[config.mk]
export PLATFORM = sky130hd
export DESIGN_NAME = spatz_retire_unit
export DESIGN_NICKNAME = d
export VERILOG_FILES = /design/src/rtl/spatz_retire_unit.sv
export SDC_FILE = /design/constraint.sdc
export NUM_CORES = 2
export LEC_CHECK = 0
export ABC_CLOCK_PERIOD_IN_PS = 63100
export BUFFER_PORTS_ARGS = -buffer_cell sky130_fd_sc_hd__buf_2
export CAP_MARGIN = 20
export CORE_MARGIN = 2
export CORE_UTILIZATION = 31
export CTS_CLUSTER_SIZE = 25
export DETAILED_ROUTE_END_ITERATION = 10
export PLACE_DENSITY = 0.53
export SLEW_MARGIN = 5
export SYNTH_ARGS = -nofsm -noshare
export SYNTH_HDL_FRONTEND = slang
export SYNTH_SLANG_ARGS = --single-unit
export TNS_END_PERCENT = 5
[constraint.sdc]
create_clock -name clk_i -period 63.1 [get_ports clk_i]
set_input_delay 6.31 -clock clk_i [delete_from_list [all_inputs] [get_ports clk_i]]
set_output_delay 6.31 -clock clk_i [all_outputs]
set_load 0.02 [all_outputs]
[src/rtl/spatz_retire_unit.sv]
// Response side of the Spatz request path: tracks issued instructions by ID,
// collects VFU/LSU/SLD completions and retires strictly in issue order.
module spatz_retire_unit #(
    parameter int NrOutstanding = 8,
    parameter int ELEN          = 32
) (
    input  logic            clk_i,
    input  logic            rst_i,
    input  logic            issue_valid_i,
    output logic            issue_ready_o,
    input  logic [3:0]      issue_id_i,
    input  logic            issue_use_rd_i,
    input  logic [4:0]      issue_rd_i,
    input  logic            vfu_rsp_valid_i,
    input  logic [ELEN+4:0] vfu_rsp_i,
    input  logic            lsu_done_valid_i,
    input  logic [3:0]      lsu_done_id_i,
    input  logic            sld_done_valid_i,
    input  logic [3:0]      sld_done_id_i,
    output logic            rsp_valid_o,
    input  logic            rsp_ready_i,
    output logic [3:0]      rsp_id_o,
    output logic [4:0]      rsp_rd_o,
    output logic            rsp_write_o,
    output logic [ELEN-1:0] rsp_data_o,
    output logic            retire_valid_o,
    output logic [3:0]      retire_id_o,
    output logic [4:0]      outstanding_o,
    output logic            empty_o,
    output logic            cmpl_err_o
);

    localparam int NrIds = 16;
    localparam int PtrW  = (NrOutstanding > 1) ? $clog2(NrOutstanding) : 1;

    typedef struct packed {
        logic [3:0]      id;
        logic            wb;
        logic [ELEN-1:0] result;
    } vfu_rsp_t;

    vfu_rsp_t vfu_rsp;
    assign vfu_rsp = vfu_rsp_i;

    // Per-ID scoreboard
    logic [NrIds-1:0]           busy_q, done_q, use_rd_q, wb_q;
    logic [NrIds-1:0][4:0]      rd_q;
    logic [NrIds-1:0][ELEN-1:0] data_q;

    // Issue-order FIFO of IDs
    logic [NrOutstanding-1:0][3:0] fifo_q;
    logic [PtrW-1:0]               rd_ptr_q, wr_ptr_q;
    logic [4:0]                    count_q;

    logic       cmpl_err_q;
    logic       issue_fire, push, pop;
    logic       vfu_ok, lsu_ok, sld_ok, err_d;
    logic [3:0] head;
    logic       head_done;

    function automatic logic [PtrW-1:0] ptr_inc(input logic [PtrW-1:0] p);
        return (p == PtrW'(NrOutstanding - 1)) ? '0 : p + PtrW'(1);
    endfunction

    assign issue_ready_o = !busy_q[issue_id_i] && (count_q < 5'(NrOutstanding));
    assign issue_fire    = issue_valid_i && issue_ready_o;
    assign push          = issue_fire;

    // Lower-priority ports lose to a higher-priority port presenting the same ID.
    assign vfu_ok = vfu_rsp_valid_i && busy_q[vfu_rsp.id] && !done_q[vfu_rsp.id]
                 && !(issue_fire && issue_id_i == vfu_rsp.id)
                 && !(vfu_rsp.wb && !use_rd_q[vfu_rsp.id]);
    assign lsu_ok = lsu_done_valid_i && busy_q[lsu_done_id_i] && !done_q[lsu_done_id_i]
                 && !(issue_fire && issue_id_i == lsu_done_id_i)
                 && !(vfu_rsp_valid_i && vfu_rsp.id == lsu_done_id_i);
    assign sld_ok = sld_done_valid_i && busy_q[sld_done_id_i] && !done_q[sld_done_id_i]
                 && !(issue_fire && issue_id_i == sld_done_id_i)
                 && !(vfu_rsp_valid_i && vfu_rsp.id == sld_done_id_i)
                 && !(lsu_done_valid_i && lsu_done_id_i == sld_done_id_i);
    assign err_d  = (vfu_rsp_valid_i && !vfu_ok) || (lsu_done_valid_i && !lsu_ok)
                 || (sld_done_valid_i && !sld_ok);

    assign head      = fifo_q[rd_ptr_q];
    assign head_done = (count_q != 5'd0) && done_q[head];
    assign rsp_valid_o = head_done && use_rd_q[head];
    assign pop         = head_done && (!use_rd_q[head] || rsp_ready_i);

    assign rsp_id_o       = rsp_valid_o ? head : 4'd0;
    assign rsp_rd_o       = rsp_valid_o ? rd_q[head] : 5'd0;
    assign rsp_write_o    = rsp_valid_o && wb_q[head];
    assign rsp_data_o     = rsp_valid_o ? data_q[head] : '0;
    assign retire_valid_o = pop;
    assign retire_id_o    = pop ? head : 4'd0;
    assign outstanding_o  = count_q;
    assign empty_o        = (count_q == 5'd0);
    assign cmpl_err_o     = cmpl_err_q;

    always_ff @(posedge clk_i or posedge rst_i) begin
        if (rst_i) begin
            busy_q   <= '0;
            done_q   <= '0;
            use_rd_q <= '0;
            wb_q     <= '0;
            rd_q     <= '0;
            data_q   <= '0;
        end else begin
            // A legal completion never targets the head being popped or the
            // ID being issued, so these updates never collide on one entry.
            for (int i = 0; i < NrIds; i++) begin
                if (pop && head == 4'(i)) begin
                    busy_q[i] <= 1'b0;
                    done_q[i] <= 1'b0;
                end
                if (issue_fire && issue_id_i == 4'(i)) begin
                    busy_q[i]   <= 1'b1;
                    done_q[i]   <= 1'b0;
                    use_rd_q[i] <= issue_use_rd_i;
                    rd_q[i]     <= issue_rd_i;
                end
                if (vfu_ok && vfu_rsp.id == 4'(i)) begin
                    done_q[i] <= 1'b1;
                    wb_q[i]   <= vfu_rsp.wb;
                    data_q[i] <= vfu_rsp.wb ? vfu_rsp.result : '0;
                end
                if ((lsu_ok && lsu_done_id_i == 4'(i)) || (sld_ok && sld_done_id_i == 4'(i))) begin
                    done_q[i] <= 1'b1;
                    wb_q[i]   <= 1'b0;
                    data_q[i] <= '0;
                end
            end
        end
    end

    always_ff @(posedge clk_i or posedge rst_i) begin
        if (rst_i) begin
            fifo_q     <= '0;
            rd_ptr_q   <= '0;
            wr_ptr_q   <= '0;
            count_q    <= '0;
            cmpl_err_q <= 1'b0;
        end else begin
            if (push) begin
                fifo_q[wr_ptr_q] <= issue_id_i;
                wr_ptr_q         <= ptr_inc(wr_ptr_q);
            end
            if (pop) rd_ptr_q <= ptr_inc(rd_ptr_q);
            count_q    <= count_q + {4'd0, push} - {4'd0, pop};
            cmpl_err_q <= err_d;
        end
    end

endmodule

==> reports/results.tsv <==
metric	value	unit
run_status	finished clean	
grt.overflow.total	0	
ir_worst_vdd	21.6	uV
final_design_area_no_fill	38100	um^2
first_pass_iters	7	
rows	120	
cells_along_the_critical_path	buf_2 > mux4_2 > mux4_2 > nor2b_2 > buf_2	
cts_setup_buffers	0	
port_buffers	117	
syn_area	33500	um^2
dpl-instance-area	35300	um^2
routed_via_count_divided_by_cell_count	5.82	
ys_async_sr_fraction	100	%
wire_length_of_the_first_global_routing_pass	173	mm
place.detailed.instances	4227	
power_density_over_cell_area	32.1	nW/um^2
antenna_left	0	
areaGrowthSynthToFinish	13.6	%
commonest_cells_after_routing_fill_and_taps_aside	700 x sky130_fd_sc_hd__dfrtp_1, 512 x sky130_fd_sc_hd__a22o_1, 336 x sky130_fd_sc_hd__nand2_1, 228 x sky130_fd_sc_hd__a211oi_1, 156 x sky130_fd_sc_hd__and2_1	
clk_transition_reported_paths	60	ps
cts.htree.levels	3	
final_wtd_congestion	0.787	
fmaxAchievable	0.0701	GHz
power_internal	855	uW
postSynth.topFlopCell	sky130_fd_sc_hd__dfrtp_1	
worst-slew-pin-transition	1160	ps
drt-total-wl	114	mm
cts_buffers	81	
finalSetupTns	0	ps
pre_cts_worst_setup_slack	48810	ps
drtIter0Drc	2229	
synth.avg_cell_area	11.2	um^2
cts_max_path_buffers	3	
wl_per_cell	26.1	um
cp_slowest_cell	sky130_fd_sc_hd__mux4_2	
timing.critical_path.fanout_max	16	
mostFrequentLayoutCell	sky130_fd_sc_hd__dfrtp_1	
postSynthNetCount	3060	
power.share.switching	30.0	%
ctsResizeCount	0	
p_comb_share	17.9	%
post_route_cells_drive_above_1_share	17.9	%
later_pin_clock_latency_in_the_skew_report	660	ps
route.detailed.drc	0	
relSlewSlack	22.6	%
worst-r2r-setup-slack	57170	ps
final_hold_viol_count	0	
max_stage_delay	540	ps
slew_violations	0	
skew	37.1	ps
critPathArrivalTime	7950	ps
fin_nets	2982	
die_y	333	um
dieWidth	333	um
cts-hold-fix-buffers	0	
post_synth_num_cell_types	64	
grt_util_all_layers	20.4	%
power.leakage	0.0170	uW
io_pins	118	
setup_ws	48840	ps
cts_tree	yes	
synthesis.instances	2986	
grt_antenna_before_repair	9	
worst_setup_path_start_kind	primary input	
initial_core_util	31.3	%
total_switching_power	366	uW
min_period_over_period	22.6	%
drv_cap	0	
first_global_vias	25200	
worst_hold_path_type	reg2reg	
power.share.sequential	42.0	%
timing_worst_setup_path_type	in2out	
clk_root_buffer_cell	sky130_fd_sc_hd__clkbuf_16	
number_of_flops_mapped_to_enable_cells_by_yosys	0	
setup_viol	0	
min_period	14260	ps
p_clk_share	40.1	%
synth.ff_latch_count	700	
yosysWarningCount	0	
end_kind	output pin	
core	107000	um^2
grt_max_degree	200	
vias	25500	
worstPathRequired	56790	ps
dp_hpwl	60.1	mm
cts_sinks	700	
synth_sequential_area_ratio	52.3	%
floorplan.die_area	111000	um^2
rsz0062_at_grt	no	
finalNonFillerCells	4379	
layer usage:
layer,vias up,global-route usage (%),routed length [um]
li1,11100,-,-
met1,13300,28.6,50400
met2,820,32.6,53700
met3,225,2.93,6710
met4,8,6.61,3460
met5,-,0,48
per-stage QoR:
step,hold WS (ps),util [%],total power (uW)
finish,469,35.5,1220
global route,492,35.5,1280
CTS,473,35.5,1230
detailed placement,461,32.9,739
global placement,451,32.9,736
floorplan,441,-,673
power by group through the flow:
stage	clock network, uW	registers, uW	logic (uW)
after floorplan	0	511	161
after global placement	0	520	216
after detailed placement	0	520	219
after CTS	501	513	219
after global routing	518	518	240
final	489	513	218
critical path: cells and delay by family:
kind / cells / cell delay (ps)
mux: 2 / 1050
simple gates: 1 / 130
buf+inv: 2 / 450
worst paths after layout:
| kind | cells past startpoint | start | end |
|---|---|---|---|
| setup / recovery | 5 | issue_id_i[0] | issue_ready_o |
| hold / removal | 1 | wb_q[14] | wb_q[14] |
| setup reg to reg | 17 | rd_ptr_q[2] | outstanding_o[4] |
| hold reg to reg | 1 | wb_q[14] | wb_q[14] |
| max in group asynchronous | 5 | rst_i | data_q[36] |
| min in group asynchronous | 2 | rst_i | data_q[121] |
synth_stat cells, types with 18 or more instances:
library cell,n,area [um^2]
sky130_fd_sc_hd__a211oi_1,228,1710
sky130_fd_sc_hd__a22o_1,512,4480
sky130_fd_sc_hd__a311oi_1,79,692
sky130_fd_sc_hd__a31oi_1,79,494
sky130_fd_sc_hd__and2_1,157,982
sky130_fd_sc_hd__buf_1,34,128
sky130_fd_sc_hd__buf_2,40,200
sky130_fd_sc_hd__clkbuf_1,259,972
sky130_fd_sc_hd__dfrtp_1,700,17500
sky130_fd_sc_hd__inv_1,44,165
sky130_fd_sc_hd__mux2_2,130,1460
sky130_fd_sc_hd__mux2i_1,22,220
sky130_fd_sc_hd__mux4_2,34,766
sky130_fd_sc_hd__nand2_1,336,1260
sky130_fd_sc_hd__nor2_1,43,161
sky130_fd_sc_hd__nor3_1,18,90.1
sky130_fd_sc_hd__nor3b_1,40,300
state kept, by name, summed over array words and instances (netlist names):
register and flops:
cmpl_err_o 1, outstanding_o 5, busy_q 16, rd_q 80
wr_ptr_q 3, rd_ptr_q 3, wb_q 16, done_q 16
data_q 512, use_rd_q 16, fifo_q 32
final cells by class:
type | count | area (um^2)
Fill cell | 10700 | 69100
Sequential cell | 700 | 17500
Multi-Input combinational cell | 1897 | 14700
Clock buffer | 123 | 2430
Tap cell | 1403 | 1760
Timing Repair Buffer | 180 | 1100
Clock inverter | 24 | 345
Inverter | 48 | 188
Antenna cell | 4 | 10.0
cell families (layout without fill, tap and decap cells):
kind of cell / count (synthesis) / in the layout / synth area share [%]
AND/OR/NAND/NOR: 694 / 694 / 10.5
other: 0 / 4 / 0
adder cells (fa/ha/maj): 12 / 12 / 0.471
buffers and inverters: 389 / 375 / 4.63
XOR/XNOR: 15 / 15 / 0.392
AO/OA/AOI/OAI: 984 / 984 / 24.1
multiplexers: 192 / 192 / 7.58
flip-flops: 700 / 700 / 52.3
Note: power is estimated with default switching activity, not from simulation.
